## src/rtl/wt_write_buffer_if.sv

```systemverilog
// Cache-side write/lookup ports and memory-side drain port of the posted-write buffer.
// master = cache/memory environment, slave = the buffer itself.
interface wt_write_buffer_if #(
  parameter int DEPTH      = 4,
  parameter int ADDR_WIDTH = 32,
  parameter int DATA_WIDTH = 32
);
  localparam int CW = $clog2(DEPTH) + 1;

  logic                  wr_valid;
  logic                  wr_ready;
  logic [ADDR_WIDTH-1:0] wr_addr;
  logic [DATA_WIDTH-1:0] wr_data;
  logic [ADDR_WIDTH-1:0] lk_addr;
  logic                  lk_hit;
  logic [DATA_WIDTH-1:0] lk_data;
  logic                  mem_valid;
  logic                  mem_ready;
  logic [ADDR_WIDTH-1:0] mem_addr;
  logic [DATA_WIDTH-1:0] mem_data;
  logic [CW-1:0]         count;
  logic                  empty;

  modport master (
    output wr_valid, wr_addr, wr_data, lk_addr, mem_ready,
    input  wr_ready, lk_hit, lk_data, mem_valid, mem_addr, mem_data, count, empty
  );

  modport slave (
    input  wr_valid, wr_addr, wr_data, lk_addr, mem_ready,
    output wr_ready, lk_hit, lk_data, mem_valid, mem_addr, mem_data, count, empty
  );
endinterface

```

## src/rtl/wt_write_buffer.sv

```systemverilog
// Posted-write FIFO with youngest-entry coalescing and read-miss forwarding; writes visible 1 cycle after accept.
// Backpressure: wr_ready drops only when full and not coalescing; independent of mem_ready.
module wt_write_buffer #(
  parameter int DEPTH      = 4,
  parameter int ADDR_WIDTH = 32,
  parameter int DATA_WIDTH = 32
) (
  input logic            clk,
  input logic            reset,
  wt_write_buffer_if.slave bus
);
  localparam int PW = $clog2(DEPTH);
  localparam int CW = PW + 1;

  logic [ADDR_WIDTH-1:0] addr_q [DEPTH];
  logic [DATA_WIDTH-1:0] data_q [DEPTH];
  logic [PW-1:0]         head;
  logic [PW-1:0]         tail;
  logic [PW-1:0]         last;
  logic [CW-1:0]         count_q;
  logic                  is_empty;
  logic                  not_full;
  logic                  coal_ok;
  logic                  do_coal;
  logic                  do_push;
  logic                  do_pop;
  logic                  hit;
  logic [DATA_WIDTH-1:0] hit_data;
  logic [PW-1:0]         idx;

  assign last     = tail - PW'(1);
  assign is_empty = (count_q == '0);
  assign not_full = (count_q < CW'(DEPTH));
  // With two or more entries the youngest is never the head, whose outputs must stay stable.
  assign coal_ok  = (count_q >= CW'(2)) && (addr_q[last] == bus.wr_addr);
  assign do_coal  = bus.wr_valid && coal_ok;
  assign do_push  = bus.wr_valid && !coal_ok && not_full;
  assign do_pop   = !is_empty && bus.mem_ready;

  assign bus.wr_ready  = coal_ok || not_full;
  assign bus.mem_valid = !is_empty;
  assign bus.mem_addr  = is_empty ? '0 : addr_q[head];
  assign bus.mem_data  = is_empty ? '0 : data_q[head];
  assign bus.count     = count_q;
  assign bus.empty     = is_empty;
  assign bus.lk_hit    = hit;
  assign bus.lk_data   = hit_data;

  always_ff @(posedge clk or negedge reset) begin
    if (!reset) begin
      head    <= '0;
      tail    <= '0;
      count_q <= '0;
    end else begin
      if (do_push) tail <= tail + PW'(1);
      if (do_pop)  head <= head + PW'(1);
      case ({do_push, do_pop})
        2'b10:   count_q <= count_q + CW'(1);
        2'b01:   count_q <= count_q - CW'(1);
        default: count_q <= count_q;
      endcase
    end
  end

  always_ff @(posedge clk) begin
    if (do_push) begin
      addr_q[tail] <= bus.wr_addr;
      data_q[tail] <= bus.wr_data;
    end else if (do_coal) begin
      data_q[last] <= bus.wr_data;
    end
  end

  // Scan oldest to youngest so a later match overrides an earlier one.
  always_comb begin
    hit      = 1'b0;
    hit_data = '0;
    idx      = '0;
    for (int i = 0; i < DEPTH; i++) begin
      idx = head + PW'(i);
      if ((CW'(i) < count_q) && (addr_q[idx] == bus.lk_addr)) begin
        hit      = 1'b1;
        hit_data = data_q[idx];
      end
    end
  end
endmodule

```

## src/flat_wrapper.sv

```systemverilog
// flat-port wrapper written by rule: the top's interface ports become plain ports
module wt_write_buffer_flat 
#(
  parameter int DEPTH      = 4,
  parameter int ADDR_WIDTH = 32,
  parameter int DATA_WIDTH = 32
)
  (clk, reset, bus_wr_valid, bus_wr_addr, bus_wr_data, bus_lk_addr, bus_mem_ready, bus_wr_ready, bus_lk_hit, bus_lk_data, bus_mem_valid, bus_mem_addr, bus_mem_data, bus_count, bus_empty);
  wt_write_buffer_if #(.DEPTH(DEPTH), .ADDR_WIDTH(ADDR_WIDTH), .DATA_WIDTH(DATA_WIDTH)) bus_i ();
  input logic clk;
  input logic reset;
  input wire logic [$bits(bus_i.wr_valid)-1:0] bus_wr_valid;
  input wire logic [$bits(bus_i.wr_addr)-1:0] bus_wr_addr;
  input wire logic [$bits(bus_i.wr_data)-1:0] bus_wr_data;
  input wire logic [$bits(bus_i.lk_addr)-1:0] bus_lk_addr;
  input wire logic [$bits(bus_i.mem_ready)-1:0] bus_mem_ready;
  output wire logic [$bits(bus_i.wr_ready)-1:0] bus_wr_ready;
  output wire logic [$bits(bus_i.lk_hit)-1:0] bus_lk_hit;
  output wire logic [$bits(bus_i.lk_data)-1:0] bus_lk_data;
  output wire logic [$bits(bus_i.mem_valid)-1:0] bus_mem_valid;
  output wire logic [$bits(bus_i.mem_addr)-1:0] bus_mem_addr;
  output wire logic [$bits(bus_i.mem_data)-1:0] bus_mem_data;
  output wire logic [$bits(bus_i.count)-1:0] bus_count;
  output wire logic [$bits(bus_i.empty)-1:0] bus_empty;
  assign bus_i.wr_valid = bus_wr_valid;
  assign bus_i.wr_addr = bus_wr_addr;
  assign bus_i.wr_data = bus_wr_data;
  assign bus_i.lk_addr = bus_lk_addr;
  assign bus_i.mem_ready = bus_mem_ready;
  assign bus_wr_ready = bus_i.wr_ready;
  assign bus_lk_hit = bus_i.lk_hit;
  assign bus_lk_data = bus_i.lk_data;
  assign bus_mem_valid = bus_i.mem_valid;
  assign bus_mem_addr = bus_i.mem_addr;
  assign bus_mem_data = bus_i.mem_data;
  assign bus_count = bus_i.count;
  assign bus_empty = bus_i.empty;
  wt_write_buffer #(.DEPTH(DEPTH), .ADDR_WIDTH(ADDR_WIDTH), .DATA_WIDTH(DATA_WIDTH)) u_core (.clk(clk), .reset(reset), .bus(bus_i));
endmodule
```

## config.mk

```make
export PLATFORM = sky130hd
export DESIGN_NAME = wt_write_buffer_flat
export DESIGN_NICKNAME = d
export VERILOG_FILES = /design/src/rtl/wt_write_buffer_if.sv /design/src/rtl/wt_write_buffer.sv /design/src/flat_wrapper.sv
export SDC_FILE = /design/constraint.sdc
export NUM_CORES = 1
export LEC_CHECK = 0
export BUFFER_PORTS_ARGS = -buffer_cell sky130_fd_sc_hd__buf_2
export CORE_UTILIZATION = 50
export DETAILED_ROUTE_END_ITERATION = 12
export PLACE_DENSITY_LB_ADDON = 0.05
export SLEW_MARGIN = 20
export SYNTH_ARGS = -nofsm -noshare
export SYNTH_HDL_FRONTEND = slang
export SYNTH_SLANG_ARGS = --single-unit
```

## constraint.sdc

```tcl
create_clock -name clk -period 7.85 [get_ports clk]
set_input_delay 1.57 -clock clk [delete_from_list [all_inputs] [get_ports clk]]
set_output_delay 1.57 -clock clk [all_outputs]
set_load 0.02 [all_outputs]
```

==> summary.txt <==
Global route
  • Global-route wire length before repair: 82.5 mm
  • Pin count of the biggest net entering global routing: 103
  • Number of global-route vias before repair: 13300
  • Global route overflow: 0
  • GRT Resource Usage Total: roughly 30%
  • Initial antenna violation count: 7

Clock network
  • Maximum clock insertion buffer count: 3
  • Clk sink count: between 200 and 300
  • H-Tree Depth: 1
  • Clk pin slew, worst setup/hold paths: about 0.060 ns
  • CTS buffer count: 28
  • Worst-skew pair later-pin latency: between 0.5 and 0.6 ns
  • CTS Hold Bufs: 0
  • CTS root buf: clkbuf_16
  • Number of gates resized after CTS: 0
  • CTS tree: done
  • Setup bufs post-CTS: 0

Power
  • Internal: between 4000 and 5000 uW
  • Peak VDD IR: around 470 uV
  • NetSw: 3730 uW
  • Combinational Power Share: 60.5%
  • Tot Pwr: between 8000 and 9000 uW
  • Switching Fraction: roughly 45%
  • Leakage Power: a little under 0.008 uW
  • Clk pwr share: 15.2%
  • Sequential power share: roughly 24%
  • Pwr dens: just over 400 nW/um^2

Route
  • DR pass1 iterations: 5
  • DRT iter0 DRCs: ~1300
  • Final ANT Viol Nets: 0
  • Wirelength per Cell: ~26 um
  • Detailed-route wire length: roughly 56 mm
  • Avg Vias per Cell: around 6.4
  • Routed vias: 13700
  • DRC viols: 0

Yosys
  • Post-synth top area share: a little over two fifths
  • Syn_area_per_cell: 11.9 sq um
  • Syn Std Cell Area: 18400 sq um
  • Post-Syn Instances: around 1500
  • Top cells by area, synth: edfxtp_1 42%, mux2i_1 14%, mux4_2 8.6%
  • Top FF cell, synth: edfxtp_1
  • Sequential fraction of the synthesis area: 42.8%
  • Flop and latch count out of synthesis: between 200 and 300
  • Synth Net Count: ~1600
  • Dominant cell type by area after synthesis: edfxtp_1
  • Synth async-reset ratio: under 10%
  • Yosys cell types: 66
  • EDFF count, synth: approximately 260
  • Yosys Warn Count: 0

Final layout
  • Most frequent cells in the layout: 256 x edfxtp_1, 249 x mux2i_1, 202 x buf_2
  • Layout fillers: ~3100
  • Area Overhead vs Synth: 11.2%
  • Layout cells sized above 1: approximately 28%
  • Commonest non-fill, non-tap cell in the layout: edfxtp_1
  • Final nets: between 1500 and 2000

Setup path
  • Critical-path cell list: buf_4 -> mux4_2 -> xnor2_1 -> nand4_1 -> a2111oi_0 -> o2111ai_1 -> or4b_1 -> buf_4 -> nand2_2 -> buf_4 -> o221ai_2 -> buf_2
  • Worst Path Max Fanout: 48
  • Crit path DAT: approximately 5.9 ns
  • Critical Path Most Common Cell: buf_4
  • Critical Path Max Stage Delay: about 0.86 ns
  • CP max-delay cell: dfrtp_4
  • Crit. End Element: output port
  • Crit Path Category: reg -> out
  • CP required: 6.28 ns
  • Crit start category: flip-flop

Timing
  • Clk_skew: about 0.012 ns
  • Fmax: about 130 MHz
  • Period utilisation layout: 94.8%
  • Unrepaired setup endpoints after global routing: false
  • Tmin final: between 7 and 8 ns
  • Setup TNS: 0 ns
  • Fin. Hold Viols: 0
  • Max-Slew Margin vs Limit: a little over a quarter
  • Endpoints failing setup: 0
  • Final Max Slew Viols: 0
  • Least-Margin Pin Slew: 1.10 ns

Die
  • Area of the die: 37500 sq um
  • Die Ht: ~190 um
  • Core area: around 36000 sq um
  • Initial Util: between 50% and 60%
  • Num rows: 69
  • Die span in x: around 190 um
  • I/O pins: approximately 200

Flow run
  • Max-Cap Viols: 0

Placed design
  • GPL Wtd Cong: roughly 1.1
  • DP Wirelength: 39.3 mm
  • IO Port Bufs: ~200

Outcome
  • Status: completed

Hold path
  • Worst hold path class: reg -> reg
cell families after synthesis:
logic type	share of synthesized area [%]
buffers and inverters	3.68
adders and majority gates	0.613
muxes	27.0
AOI/OAI and AO/OA	9.14
DFF	42.8
xor gates and xnor gates	6.67
and+or+nand+nor	10.1
critical path: cells and delay by family (launching register included):
| kind | cells | cell delay [ns] |
|---|---|---|
| mux | 1 | 0.37 |
| compound gates | 3 | 1.25 |
| flops | 1 | 0.86 |
| xor+xnor | 1 | 0.34 |
| buf+inv | 4 | 1.32 |
| simple gates | 3 | 1.08 |
cell type report:
type                            instances  area, sq um  share of cell area [%]
Inverter                               10         38.8                   0.190
Clock buffer                           37          734                    3.59
Timing Repair Buffer                  228         1230                    6.02
Multi-Input combinational cell       1133         9870                    48.3
Clock inverter                         14          105                   0.514
Sequential cell                       263         7870                    38.5
Antenna cell                            3         7.51                  0.0367
Tap cell                              461          577                    2.82
sequential cells by signal (all words and copies together) (netlist names):
register	flops
u_core.head	2
u_core.bus.count	3
u_core.addr_q	128
u_core.data_q	128
u_core.tail	2
power groups by stage:
stage,clock [uW],combinational (uW),sequential [uW]
6_report,1250,4970,2000
3_3_place_gp,0,4910,2010
2_1_floorplan,0,3730,1900
5_1_grt,1320,5300,2030
4_1_cts,1270,4940,2000
3_5_place_dp,0,4920,2020
metal layers:
metal / wire [um] / GRT usage [%]
met5: 56 / 0
met4: 1370 / 7.73
met3: 4980 / 7.41
met2: 24400 / 44.2
met1: 24800 / 41.8
cells in the mapped netlist, types with 11 or more instances:
library cell	count
nand2_1	52
mux2i_1	249
nor2_1	139
clkbuf_1	61
and3_1	12
o22ai_1	11
edfxtp_1	256
buf_1	25
nand4_1	22
a21oi_1	75
mux4_2	70
o221ai_2	30
or3_1	31
o21ai_0	18
buf_2	27
and2_1	58
xor2_1	35
xnor2_1	105
nor3_1	12
mux2_2	80
final timing paths:
check | startpoint | endpoint | slack (ns) | cells after the start
worst max register to register | u_core.tail[0] | u_core.data_q[3][11] | 2.29 | 9
worst min-delay path | u_core.tail[0] | u_core.tail[0] | 0.63 | 2
max in group asynchronous | reset | u_core.head[1] | 6.84 | 1
worst max-delay path | u_core.head[0] | bus_lk_data[25] | 0.41 | 12
min in group asynchronous | reset | u_core.tail[0] | 0.82 | 1
worst min register to register | u_core.tail[0] | u_core.tail[0] | 0.63 | 2
per-stage QoR:
step                worst slack (ns)  utilization [%]  cell area [sq um]  hold WS, ns  std cells
floorplan                       1.42                -              18400        0.639       1538
global placement                1.10             54.7              19600        0.617       2095
detailed placement              1.05             54.7              19600        0.614       2095
CTS                            0.476             57.0              20400        0.629       2146
global route                   0.264             57.0              20400        0.649       2148
finish                         0.407             57.0              20400        0.627       2149
No activity file was read; power rests on OpenSTA's default activity.
